==> src/rtl/prog_loader_pkg.sv <==
// prog_loader_pkg: shared state encoding and error codes for the program loader.
//   IDLE..ERR  loader FSM states
//   ERR_*      values reported on err_code
package prog_loader_pkg;

   typedef enum logic [2:0] {IDLE, ADDR, DATA, WR, CSUM, FIN, ERR} state_e;

   localparam logic [1:0] ERR_NONE      = 2'd0;
   localparam logic [1:0] ERR_LAST_ADDR = 2'd1;
   localparam logic [1:0] ERR_OVF       = 2'd2;
   localparam logic [1:0] ERR_CSUM      = 2'd3;

endpackage

==> src/rtl/prog_loader_if.sv <==
// prog_loader_if: valid/ready word stream from the host front end into the loader.
//   s_valid  word valid (host)
//   s_data   stream word (host)
//   s_last   final data word of the load (host)
//   s_ready  loader accepts a word this cycle (loader)
interface prog_loader_if #(
   parameter int WORD_W = 8
) ();

   logic              s_valid;
   logic [WORD_W-1:0] s_data;
   logic              s_last;
   logic              s_ready;

   modport master (output s_valid, s_data, s_last, input s_ready);
   modport slave  (input s_valid, s_data, s_last, output s_ready);

endinterface

==> src/rtl/prog_loader.sv <==
// prog_loader: decodes (address, data) records from a word stream, writes them into
// program RAM via its input-mode port and holds the CPU until a load succeeds.
//   clk, reset     system clock, synchronous active-high reset
//   start          one-cycle pulse beginning a load (ignored while busy)
//   s              stream slave port (s_valid, s_data, s_last in; s_ready out)
//   input_mode     RAM input-mode pin, high while loading
//   input_address  RAM write address
//   input_program  RAM write data
//   prog_we        one-cycle RAM write strobe
//   cpu_hold       keeps the CPU in reset while high
//   busy           load in progress
//   done, err      sticky completion / failure flags
//   err_code       failure cause
//   rec_count      records written in this load
module prog_loader
   import prog_loader_pkg::*;
#(
   parameter int ADDR_W   = 4,
   parameter int WORD_W   = 8,
   parameter int CHECK_EN = 1,
   parameter int MAX_REC  = 2**ADDR_W
) (
   input  logic              clk,
   input  logic              reset,
   input  logic              start,
   prog_loader_if.slave      s,
   output logic              input_mode,
   output logic [ADDR_W-1:0] input_address,
   output logic [WORD_W-1:0] input_program,
   output logic              prog_we,
   output logic              cpu_hold,
   output logic              busy,
   output logic              done,
   output logic              err,
   output logic [1:0]        err_code,
   output logic [ADDR_W:0]   rec_count
);

   localparam logic [ADDR_W:0] MAX_Q = (ADDR_W+1)'(MAX_REC);
   localparam logic [ADDR_W:0] ONE_Q = (ADDR_W+1)'(1);

   state_e              state_q, state_d;
   logic                mode_q, mode_d;
   logic [ADDR_W-1:0]   addr_q, addr_d;
   logic [WORD_W-1:0]   prog_q, prog_d;
   logic                hold_q, hold_d;
   logic                done_q, done_d;
   logic                err_q, err_d;
   logic [1:0]          code_q, code_d;
   logic [ADDR_W:0]     rec_q, rec_d;
   logic [WORD_W-1:0]   csum_q, csum_d;
   logic                last_q, last_d;
   logic                xfer;

   // ready is a pure function of state so it never loops back through s_valid
   assign s.s_ready     = state_q inside {ADDR, DATA, CSUM};
   assign xfer          = s.s_valid & s.s_ready;
   assign prog_we       = state_q == WR;
   assign busy          = state_q inside {ADDR, DATA, WR, CSUM};
   assign input_mode    = mode_q;
   assign input_address = addr_q;
   assign input_program = prog_q;
   assign cpu_hold      = hold_q;
   assign done          = done_q;
   assign err           = err_q;
   assign err_code      = code_q;
   assign rec_count     = rec_q;

   always_comb begin
      state_d = state_q;
      mode_d  = mode_q;
      addr_d  = addr_q;
      prog_d  = prog_q;
      hold_d  = hold_q;
      done_d  = done_q;
      err_d   = err_q;
      code_d  = code_q;
      rec_d   = rec_q;
      csum_d  = csum_q;
      last_d  = last_q;
      case (state_q)
         IDLE: if (start) begin
            state_d = ADDR;
            hold_d  = 1'b1;
            mode_d  = 1'b1;
            done_d  = 1'b0;
            err_d   = 1'b0;
            code_d  = ERR_NONE;
            rec_d   = '0;
            csum_d  = '0;
         end
         ADDR: if (xfer) begin
            addr_d = s.s_data[ADDR_W-1:0];
            csum_d = csum_q ^ s.s_data;
            if (s.s_last) begin
               state_d = ERR;
               code_d  = ERR_LAST_ADDR;
            end else if (rec_q == MAX_Q) begin
               state_d = ERR;
               code_d  = ERR_OVF;
            end else begin
               state_d = DATA;
            end
         end
         DATA: if (xfer) begin
            prog_d  = s.s_data;
            csum_d  = csum_q ^ s.s_data;
            last_d  = s.s_last;
            state_d = WR;
         end
         WR: begin
            rec_d   = rec_q + ONE_Q;
            state_d = !last_q ? ADDR : (CHECK_EN != 0 ? CSUM : FIN);
         end
         // the accumulator holds every address and data word but not the checksum word
         CSUM: if (xfer) begin
            state_d = s.s_data == csum_q ? FIN : ERR;
            code_d  = s.s_data == csum_q ? code_q : ERR_CSUM;
         end
         FIN: begin
            done_d  = 1'b1;
            mode_d  = 1'b0;
            hold_d  = 1'b0;
            state_d = IDLE;
         end
         // CPU stays held after a failed load
         ERR: begin
            err_d   = 1'b1;
            mode_d  = 1'b0;
            state_d = IDLE;
         end
         default: state_d = IDLE;
      endcase
   end

   always_ff @(posedge clk) begin
      if (reset) begin
         state_q <= IDLE;
         mode_q  <= 1'b0;
         addr_q  <= '0;
         prog_q  <= '0;
         hold_q  <= 1'b1;
         done_q  <= 1'b0;
         err_q   <= 1'b0;
         code_q  <= ERR_NONE;
         rec_q   <= '0;
         csum_q  <= '0;
         last_q  <= 1'b0;
      end else begin
         state_q <= state_d;
         mode_q  <= mode_d;
         addr_q  <= addr_d;
         prog_q  <= prog_d;
         hold_q  <= hold_d;
         done_q  <= done_d;
         err_q   <= err_d;
         code_q  <= code_d;
         rec_q   <= rec_d;
         csum_q  <= csum_d;
         last_q  <= last_d;
      end
   end

endmodule

==> src/flat_wrapper.sv <==
// flat-port wrapper written by rule: the top's interface ports become plain ports
module prog_loader_flat import prog_loader_pkg::*;
#(
   parameter int ADDR_W   = 4,
   parameter int WORD_W   = 8,
   parameter int CHECK_EN = 1,
   parameter int MAX_REC  = 2**ADDR_W
)
  (clk, reset, start, input_mode, input_address, input_program, prog_we, cpu_hold, busy, done, err, err_code, rec_count, s_s_valid, s_s_data, s_s_last, s_s_ready);
  prog_loader_if #(.WORD_W(WORD_W)) s_i ();
  input  logic clk;
  input  logic reset;
  input  logic start;
  output logic input_mode;
  output logic [ADDR_W-1:0] input_address;
  output logic [WORD_W-1:0] input_program;
  output logic prog_we;
  output logic cpu_hold;
  output logic busy;
  output logic done;
  output logic err;
  output logic [1:0] err_code;
  output logic [ADDR_W:0] rec_count;
  input wire logic [$bits(s_i.s_valid)-1:0] s_s_valid;
  input wire logic [$bits(s_i.s_data)-1:0] s_s_data;
  input wire logic [$bits(s_i.s_last)-1:0] s_s_last;
  output wire logic [$bits(s_i.s_ready)-1:0] s_s_ready;
  assign s_i.s_valid = s_s_valid;
  assign s_i.s_data = s_s_data;
  assign s_i.s_last = s_s_last;
  assign s_s_ready = s_i.s_ready;
  prog_loader #(.ADDR_W(ADDR_W), .WORD_W(WORD_W), .CHECK_EN(CHECK_EN), .MAX_REC(MAX_REC)) u_core (.clk(clk), .reset(reset), .start(start), .s(s_i), .input_mode(input_mode), .input_address(input_address), .input_program(input_program), .prog_we(prog_we), .cpu_hold(cpu_hold), .busy(busy), .done(done), .err(err), .err_code(err_code), .rec_count(rec_count));
endmodule
==> config.mk <==
export PLATFORM = sky130hd
export DESIGN_NAME = prog_loader_flat
export DESIGN_NICKNAME = d
export VERILOG_FILES = /design/src/rtl/prog_loader_pkg.sv /design/src/rtl/prog_loader_if.sv /design/src/rtl/prog_loader.sv /design/src/flat_wrapper.sv
export SDC_FILE = /design/constraint.sdc
export NUM_CORES = 1
export LEC_CHECK = 0
export ABC_AREA = 1
export CAP_MARGIN = 5
export CORE_MARGIN = 4
export CORE_UTILIZATION = 35
export CTS_BUF_LIST = sky130_fd_sc_hd__clkbuf_4
export DETAILED_ROUTE_END_ITERATION = 7
export SYNTH_ARGS = -nofsm -noshare
export SYNTH_HDL_FRONTEND = slang
export SYNTH_SLANG_ARGS = --single-unit
export TNS_END_PERCENT = 100
==> constraint.sdc <==
create_clock -name clk -period 1.7 [get_ports clk]
set_input_delay 0.425 -clock clk [delete_from_list [all_inputs] [get_ports clk]]
set_output_delay 0.425 -clock clk [all_outputs]
set_load 0.05 [all_outputs]
[Yosys cells after proc, flatten, opt, wreduce, memory -nomap -nowiden]
Index checks and enable logic that the tools add are counted.
Word-level totals
  word-level logic and storage cells: 76
  output and inout bits: 26
  input bits: 13
  bits in registers: 35
Operators by class
  bitwise gates (word level): 2
  equal/unequal tests: 15
  reduce and logical (&&, ||, !) cells: 20
  multiplexer cells: 27
  $add $sub $neg: 1
Operators with widths (count)
  $mux 3: 7
  $mux 8: 2
  $pmux 8 s2: 1
  $pmux 3 s5: 1
  $mux 2: 7
  $reduce_and 2->1: 6
  $pmux 5 s2: 1
  $reduce_bool 2->1: 5
  $eq 3x3->1 const B: 3
  $eq 8x8->1: 1
  $ne 2x1->1 const B: 4
  $pmux 1 s2: 4
  $xor 8x8->8: 1
  $eq 3x2->1 const B: 2
  $pmux 2 s3: 1
  $reduce_and 6->1: 1
  $reduce_bool 3->1: 2
  $add 5x1->5 const B: 1
  $eq 5x5->1 const B: 1
  $mux 5: 1
  $ne 2x2->1 const B: 2
  $reduce_and 4->1: 1
  $reduce_bool 4->1: 1
  $reduce_or 2->1: 2
  other kinds (6): 7

[Depth between registers and ports, before layout]
Gate-level depths: netlist of the first run.
  depth in word-level cells: 5
  depth in mapped cells: 10
  mapped depth without buffers: 10

[Worst setup path before layout of the first run]
OpenSTA, ideal clock, no wires.
  path type: reg2out
  start point: register u_core.state_q[0]
  end point: output port busy
  required time: 1275 ps
  path slack: -300 ps
  path buffers: 0
  arrival time: 1575 ps
  stages on the path, launching flop included: 5
  cells stage by stage: dfxtp_1 > inv_2 > nor3_4 > inv_2 > nand3_1
On the way
  longest elaborated chain between the ends: 2
  elaborated cells on any way between the ends: 5
RTL lines
  from (decl): line prog_loader.sv:42  | state_e state_q, state_d;
  from (signal assigned): line prog_loader.sv:150  | state_q <= state_d;
  $eq 3x2->1
  net prog_we: line flat_wrapper.sv:17  | output logic prog_we;
  $reduce_bool 4->1: line prog_loader.sv:59  | assign busy = state_q inside {ADDR, DATA, WR, CSUM};
  to (decl): line flat_wrapper.sv:19  | output logic busy;
The timed path passes the listed nets, and every way through them passes these cells.

[Final worst setup path of the first run]
  start point: register u_core.state_q[2]
  end point: output port busy
On the way
  longest elaborated chain between the ends: 2
  elaborated cells on any way between the ends: 5
RTL lines (line)
  $eq 3x1->1 (tied with other cells): prog_loader.sv:59
  $reduce_bool 4->1 (*): prog_loader.sv:59
Every way passes the cells marked *; elsewhere a longest branch is shown, timed or not.

==> results of run 1 <==
registers in the layout, indices dropped and copies added (netlist names):
signal	cells
u_core.cpu_hold	1
u_core.csum_q	8
u_core.done	1
u_core.err	1
u_core.err_code	2
u_core.input_address	4
u_core.input_mode	1
u_core.input_program	8
u_core.last_q	1
u_core.rec_count	5
u_core.state_q	3
worst min-delay path by stage:
stage	endpoint	slack [ns]	depth (start not counted)
6_report	u_core.done	0.47	2
5_1_grt	u_core.csum_q[4]	0.49	2
4_1_cts	u_core.csum_q[4]	0.48	2
3_5_place_dp	u_core.done	0.46	2
3_3_place_gp	u_core.done	0.45	2
2_1_floorplan	u_core.csum_q[1]	0.44	2
cells by family after synthesis:
| family | after synthesis | share of synthesized area, % |
|---|---|---|
| fa+ha+maj | 2 | 1.50 |
| compound gates | 64 | 19.6 |
| simple gates | 97 | 26.9 |
| buf+inv | 40 | 10.1 |
| flops | 35 | 41.9 |
metal layers:
| layer | track usage (%) | wire [microns] |
|---|---|---|
| met1 | 20.2 | 2010 |
| met2 | 22.2 | 1820 |
| met3 | 3.98 | 227 |
| met4 | 6.76 | 73 |
| met5 | 0 | 0 |
layout by cell type, fill, tap and decap left out, drive strengths merged:
cell	netlist	layout
o31ai	1	1
nand3	14	14
clkbuf	3	6
o21ai	24	24
buf	3	57
a21oi	38	38
bufinv	0	1
nand4	5	5
nor2	18	18
dfxtp	35	35
inv	34	34
nand2	59	59
clkdlybuf4s50	0	12
nor3	1	1
ha	2	2
a31o	1	1
Yosys cell counts, types with 2 or more instances:
| cell type | number |
|---|---|
| buf_6 | 2 |
| clkbuf_1 | 3 |
| ha_1 | 2 |
| a21oi_1 | 38 |
| o21ai_1 | 4 |
| nand2_1 | 54 |
| inv_2 | 5 |
| nor2_1 | 16 |
| nand3_1 | 13 |
| dfxtp_1 | 35 |
| nand4_1 | 4 |
| inv_1 | 29 |
| o21ai_0 | 20 |
| nand2_2 | 5 |
area by class of cell:
cell class	instances	area (sq um)	share of cell area [%]
multi-input cells	163	841	33.4
flip-flops and latches	35	707	28.1
repair buffers	69	693	27.5
inverters	34	135	5.37
well taps	52	65.1	2.59
clock buffers	6	45.0	1.79
clock inverters	1	30.0	1.19
timing repair:
| item | 4_1_cts | 5_1_grt |
|---|---|---|
| endpoints found under the setup margin | 3 | 3 |
| resized for setup | 12 | 3 |
| pin swaps | 2 | 1 |
| endpoints found under the hold margin | 0 | 0 |
| buffers inserted | 9 | 2 |
worst max-delay path: stages (launching register included):
cell	delay [ns]
dfxtp_2	0.34
buf_6	0.12
nor3_4	0.23
inv_2	0.09
nand3_4	0.07
buf_12	0.13
power by group:
group | internal (mW) | total (mW) | switching [mW]
Clock | 0.319 | 0.582 | 0.263
Sequential | 1.03 | 1.17 | 0.139
Combinational | 0.855 | 2.12 | 1.27
metrics by stage:
step	cells	power, mW
6_report	360	3.88
5_1_grt	360	4.18
2_1_floorplan	238	2.51
3_5_place_dp	342	3.13
4_1_cts	358	3.89
3_3_place_gp	342	3.11
==> summary.txt, run 1 <==
Status
  – Failing checks: negative setup slack
  – Run status: finished, violations left

Global routing
  – Vias in the first global route: 1,576
  – Largest net degree at the start of global routing: 26
  – Gr ovfl total: 0
  – Antenna violations before repair: 0
  – Total track usage: 15.0%
  – First-pass GRT wire length: 7260 microns

Logic synthesis
  – FF+latch count, synth: 35
  – Synth Warn #: 0
  – Post-synth EDFFs: 0
  – Gate Count Post-Synth: 238
  – Synth Net Count: 253
  – Largest cells by area after synthesis: dfxtp_1, nand2_1, a21oi_1
  – Main synth FF type: dfxtp_1
  – Mapped cell area: 1670 sq um
  – Post-synth top area share: 41.9%
  – Asr flop ratio synth: 0%
  – Post-synthesis sequential area ratio: 41.9%
  – Syn avg cell area: 7.02 sq um
  – Synth area leader: dfxtp_1
  – Post-synth cell types: 22

Floorplanning
  – Die W: 77.1 microns
  – FP Rows: 24
  – Height of the die: 77.1 microns
  – I/O pins: 39
  – DIE AREA: 5940 sq um
  – Core area: 4470 sq um
  – Initial Util: 37.3%

Setup path
  – Setup crit start: u_core.state_q[2]
  – Worst setup endpoint: busy
  – CP Capture Type: output port
  – Reg2Reg Setup Slack: 0.29 ns
  – Crit start category: register
  – Reg2reg start: u_core.state_q[2]
  – RR Endpoint: u_core.rec_count[1]
  – Crit Path Max Fanout: 4
  – Setup CP Type: register to output port
  – R2R depth: 9
  – Crit path DAT: 1.30 ns
  – Critical path required time: 1.27 ns

Timing
  – Final TNS setup: -0.0586 ns
  – Final Max Slew Viols: 0
  – Worst Skew: 0.0160 ns
  – Final min period: 1.73 ns
  – RSZ-0062 raised after global routing: yes
  – Period Utilization, post-route: 102%
  – Worst Tran Pin Value: 0.312 ns
  – Final hold violations: 0
  – Worst hold slack: 0.473 ns
  – Relative slew slack: 79.2%
  – Fmax: 579 MHz
  – Setup slack after layout: -0.0281 ns
  – Setup violations, final: 3

Layout
  – Share of cells above drive strength 1: 28.2%
  – Post-route cell area: 2520 sq um
  – # nets final: 323
  – # fillers: 426
  – Antenna diodes: 0
  – Area Growth Syn to Fin: 50.6%
  – Post-layout util: 56.2%

Run
  – Max Cap Viol: 0

Placed design
  – DP Area: 2310 sq um
  – Routability congestion estimate from global placement: 0.880
  – Dpl ws: -0.138 ns
  – I/O Buffers: 38
  – Post-DP HPWL: 3020 microns

Clock tree
  – CTS Sinks: 35
  – Skew-Pair Late Insertion Delay: 0.34 ns
  – H-tree depth: 2
  – Hold_buf cts: 0
  – Clock slew at reported path FFs: 0.10 ns
  – CTS tree: built
  – TritonCTS buffer count: 5
  – Max Buffers Root-to-Sink: 2
  – Clock Tree Root: clkbuf_4

Power and ir drop
  – Lkg Pwr: 1.16 nW
  – Power per cell area: 1540 nW/um^2
  – Max VDD drop: 897 uV

Routing
  – DR vias/cell: 4.79
  – Via Count: 1,726
  – Drt drc: 0
  – Detail Route Antenna Nets: 0
  – Initial drt markers: 114
  – Detailed-route wire length per cell: 11.5 microns
  – DRT Pass-1 Iters: 4
  – Total wire length: 4130 microns

Min path
  – Worst hold start: u_core.done
  – HP Class: register to register
Note: power is estimated with default switching activity, not from simulation.
==> run 2: changes to the inputs <==
- clock period: 1.7 -> 2 ns (I/O delays scaled with it)
==> run 2 against run 1 <==
Effect of this change: the flow now finishes without violations; largest power group unchanged; clock-buffer cell count decreased by 1; first-iteration DRC count is 44% lower; highest routed layer unchanged; clock power down 39%; via count decreased by 8.1%; global-route usage shrank 0.72 points; sequential share of layout area increased by 4.1 points.
==> summary.txt, run 2 (synthesis gave the netlist of run 1 again) <==
Floorplanning
  – DIE AREA: 5940 sq um
  – Die W: 77.1 microns
  – I/O pins: 39
  – Initial Util: 37.3%
  – Core area: 4470 sq um
  – Height of the die: 77.1 microns
  – FP Rows: 24

Clock tree
  – TritonCTS buffer count: 5
  – CTS Sinks: 35
  – H-tree depth: 2
  – Skew-Pair Late Insertion Delay: 0.34 ns
  – Number of setup buffers added after CTS: 0
  – Max Buffers Root-to-Sink: 2
  – Clock Tree Root: clkbuf_4
  – Clock slew at reported path FFs: 0.11 ns
  – CTS tree: built

Timing
  – Period Utilization, post-route: 95.4%
  – Final min period: 1.91 ns
  – Worst Tran Pin Value: 0.508 ns
  – Final TNS setup: 0 ns
  – Final Max Slew Viols: 0
  – Worst Skew: 0.0134 ns
  – Final hold violations: 0
  – Setup violations, final: 0
  – Fmax: 524 MHz
  – RSZ-0062 raised after global routing: no
  – Relative slew slack: 66.1%

Placed design
  – Cells after DPL: 329
  – I/O Buffers: 38
  – Routability congestion estimate from global placement: 0.757
  – Post-DP HPWL: 2850 microns

Routing
  – Drt drc: 0
  – DRT Pass-1 Iters: 4
  – Detail Route Antenna Nets: 0
  – DR vias/cell: 4.72
  – Initial drt markers: 64
  – Detailed-route wire length per cell: 11.6 microns
  – Total wire length: 3910 microns
  – Via Count: 1,587

Global routing
  – Gr ovfl total: 0
  – First-pass GRT wire length: 6870 microns
  – Largest net degree at the start of global routing: 26
  – Vias in the first global route: 1,522
  – Total track usage: 14.3%
  – Antenna violations before repair: 0

Layout
  – Leading cell type in the layout, fill and taps excluded: nand2_1
  – Area Growth Syn to Fin: 32.0%
  – # nets final: 299
  – Antenna diodes: 0
  – Final cell count without fillers: 336
  – Share of cells above drive strength 1: 20.1%
  – Most frequent cells in the layout: nand2_1, a21oi_1, dfxtp_1

Setup path
  – CP Capture Type: output port
  – Crit path DAT: 1.41 ns
  – Setup CP Type: register to output port
  – Critical path required time: 1.50 ns
  – Crit Path Max Fanout: 7
  – Crit start category: register

Power and ir drop
  – Max VDD drop: 703 uV
  – Power per cell area: 1320 nW/um^2
  – Total power: 2.91 mW
  – Lkg Pwr: 1.06 nW

Min path
  – HP Class: register to register

Status
  – Run status: completed

Run
  – Max Cap Viol: 0
## run 2: report_power, final
| group | switching [mW] | internal [mW] | leakage (nW) |
|---|---|---|---|
| sequential | 0.117 | 0.879 | 0.287 |
| combinational | 1.01 | 0.547 | 0.740 |
| clock | 0.228 | 0.124 | 0.0285 |
| total | 1.36 | 1.55 | 1.06 |
## run 2: critical path, stage by stage (launching register included)
cell     delay (ns)
dfxtp_4        0.40
inv_2          0.09
nand2_2        0.08
nor2_2         0.15
inv_2          0.09
nand2_2        0.11
buf_12         0.14
## run 2: per-layer routing
| metal | wire length [microns] | GRT usage, % | share of wire [%] |
|---|---|---|---|
| met4 | 61 | 6.94 | 1.6 |
| met5 | 0 | 0 | 0 |
| met2 | 1740 | 21.6 | 44 |
| met3 | 157 | 3.04 | 4.0 |
| met1 | 1950 | 19.1 | 50 |
## run 2: area by class of cell
type / count / area, sq um
clock buffers: 5 / 37.5
clock inverters: 2 / 8.76
fillers: 438 / 2270
inverters: 34 / 133
multi-input cells: 163 / 816
flip-flops and latches: 35 / 709
well taps: 52 / 65.1
repair buffers: 45 / 435
## run 2: path summary, 6_finish.rpt
kind,slack [ns],cells past startpoint,start,end
max,0.09,6,u_core.state_q[0],s_s_ready
min,0.47,2,u_core.err,u_core.err
max reg2reg,0.63,10,u_core.state_q[2],u_core.err_code[0]
min reg2reg,0.47,2,u_core.err,u_core.err
## run 2: stage by stage
step | hold slack (ns) | utilization (%) | area, sq um | setup slack [ns]
finish | 0.473 | 49.3 | 2200 | 0.0922
global route | 0.491 | 49.3 | 2200 | 0.00359
CTS | 0.475 | 48.7 | 2180 | 0.00357
detailed placement | 0.455 | 47.6 | 2130 | 0.0320
global placement | 0.443 | 47.6 | 2130 | 0.0993
floorplan | 0.443 | - | 1680 | 0.134
## run 2: repair_timing
action / CTS / global route
endpoints found under the setup margin: 4 / 5
resized for setup: 6 / 10
hold buffers: 0 / 0
==> run 3: changes to the inputs <==
- CORE_MARGIN: 4 -> 5
- GPL_TIMING_DRIVEN: not set -> 0
- SLEW_MARGIN: not set -> 5
==> run 3 against run 2 <==
Effect of this change: flip-flop and latch count unchanged; core utilization down 0.63 points; critical path depth grew 1; clock-buffer cell count unchanged; highest routed layer unchanged.
==> summary.txt, run 3 (synthesis gave the netlist of run 1 again) <==
Placed design
  – Cells after DPL: 330
  – Post-DP HPWL: 3070 microns
  – Dpl ws: -0.392 ns
  – Routability congestion estimate from global placement: 0.814
  – DP Area: 2120 sq um
  – I/O Buffers: 38

Floorplanning
  – Height of the die: 79.1 microns
  – Die W: 79.1 microns
  – I/O pins: 39
  – FP Rows: 25
  – DIE AREA: 6250 sq um
  – Initial Util: 35.6%
  – Core area: 4690 sq um

Routing
  – Via Count: 1,660
  – Initial drt markers: 84
  – DRT Pass-1 Iters: 4
  – Drt drc: 0
  – Total wire length: 4240 microns
  – Detailed-route wire length per cell: 12.4 microns
  – Detail Route Antenna Nets: 0
  – DR vias/cell: 4.87

Layout
  – # fillers: 490
  – Area Growth Syn to Fin: 36.6%
  – # nets final: 301
  – Share of cells above drive strength 1: 13.9%
  – Post-layout util: 48.6%
  – Leading cell type in the layout, fill and taps excluded: nand2_1
  – Antenna diodes: 0
  – Most frequent cells in the layout: nand2_1, a21oi_1, dfxtp_1
  – Post-route cell area: 2280 sq um
  – Final cell count without fillers: 341

Global routing
  – Total track usage: 14.4%
  – Vias in the first global route: 1,567
  – Gr ovfl total: 0
  – Largest net degree at the start of global routing: 13
  – First-pass GRT wire length: 7110 microns
  – Antenna violations before repair: 0

Setup path
  – Critical path required time: 1.50 ns
  – Crit path DAT: 1.43 ns
  – Max stage delay on crit path: 0.39 ns
  – Crit path top cell by count: nand2_2
  – CP delay by family, top: simple AND/OR/NAND/NOR gates
  – Bufs and invs on worst path: 3
  – Crit start category: register
  – Crit Path Max Fanout: 11
  – Setup CP Type: register to output port
  – CP max stage cell: dfxtp_4
  – CP Capture Type: output port
  – Crit path cell chain: inv_8 > nor2_4 > nand2_2 > nand2_2 > inv_4 > nand2_4 > buf_8

Timing
  – Setup slack after layout: 0.0687 ns
  – Fmax: 518 MHz
  – Final Max Slew Viols: 0
  – Final hold violations: 0
  – Worst Skew: 0.00906 ns
  – Period Utilization, post-route: 96.6%
  – Worst Tran Pin Value: 0.503 ns
  – Final min period: 1.93 ns
  – Setup violations, final: 0
  – Relative slew slack: 66.4%

Clock tree
  – Clock Tree Root: clkbuf_4
  – H-tree depth: 2
  – Max Buffers Root-to-Sink: 2
  – Clock slew at reported path FFs: 0.11 ns
  – CTS tree: built
  – TritonCTS buffer count: 5
  – Skew-Pair Late Insertion Delay: 0.35 ns
  – CTS Sinks: 35
  – Hold_buf cts: 0

Status
  – Run status: completed

Run
  – Max Cap Viol: 0

Power and ir drop
  – Max VDD drop: 710 uV
  – Power per cell area: 1420 nW/um^2
  – Total power: 3.23 mW
  – Lkg Pwr: 1.10 nW

Min path
  – HP Class: register to register
## run 3: changes by cell type in the layout (fill, tap and decap cells not counted), moves of 2 or more
| cell | previous run | this run |
|---|---|---|
| buf_12 | 4 | 0 |
| buf_4 | 24 | 5 |
| buf_8 | 0 | 2 |
| bufinv_16 | 0 | 2 |
| clkbuf_1 | 0 | 3 |
| dlygate4sd2_1 | 2 | 21 |
## run 3: cell type report
cell class | instances | area [sq um] | share of cell area [%]
sequential | 35 | 712 | 31.2
tap | 54 | 67.6 | 2.96
inverter | 34 | 140 | 6.14
clock inverter | 3 | 67.6 | 2.96
multi-input combinational | 163 | 833 | 36.5
timing repair buffer | 42 | 394 | 17.3
clock buffer | 5 | 37.5 | 1.64
buffer | 5 | 30.0 | 1.32
## run 3: worst paths after layout
check	slack (ns)	from	to	cells after the start
setup / recovery	0.07	u_core.state_q[1]	s_s_ready	7
hold / removal	0.46	u_core.cpu_hold	u_core.cpu_hold	2
setup reg to reg	0.59	u_core.state_q[2]	u_core.err_code[1]	10
hold reg to reg	0.46	u_core.cpu_hold	u_core.cpu_hold	2
## run 3: power breakdown
part | switching, mW | leakage [nW] | internal, mW
clock network | 0.258 | 0.0514 | 0.389
logic | 1.06 | 0.763 | 0.530
registers | 0.114 | 0.288 | 0.881
## run 3: tightest hold or removal path: stages, from the launching register on
cell	delay, ns
dfxtp_1	0.34
nand2_1	0.05
nand3_1	0.05
## run 3: timing repair
item	in CTS	in global routing
setup endpoints to repair	24	5
pin swaps	1	3
setup buffers	1	3
resized for setup	46	16
## run 3: layer usage
layer	vias to the layer above	global-route usage (%)	wire, microns	part of all wire, %
li1	876	-	-	-
met1	738	19.5	2070	49
met2	40	21.9	1890	45
met3	6	3.97	207	4.9
met4	0	5.15	73	1.7
met5	-	0	0	0
## run 3: stage by stage
step	hold WS [ns]	TNS, ns
finish	0.465	0
global route	0.475	-0.0104
CTS	0.473	0
detailed placement	0.451	-0.946
global placement	0.445	-0.926
floorplan	0.443	0
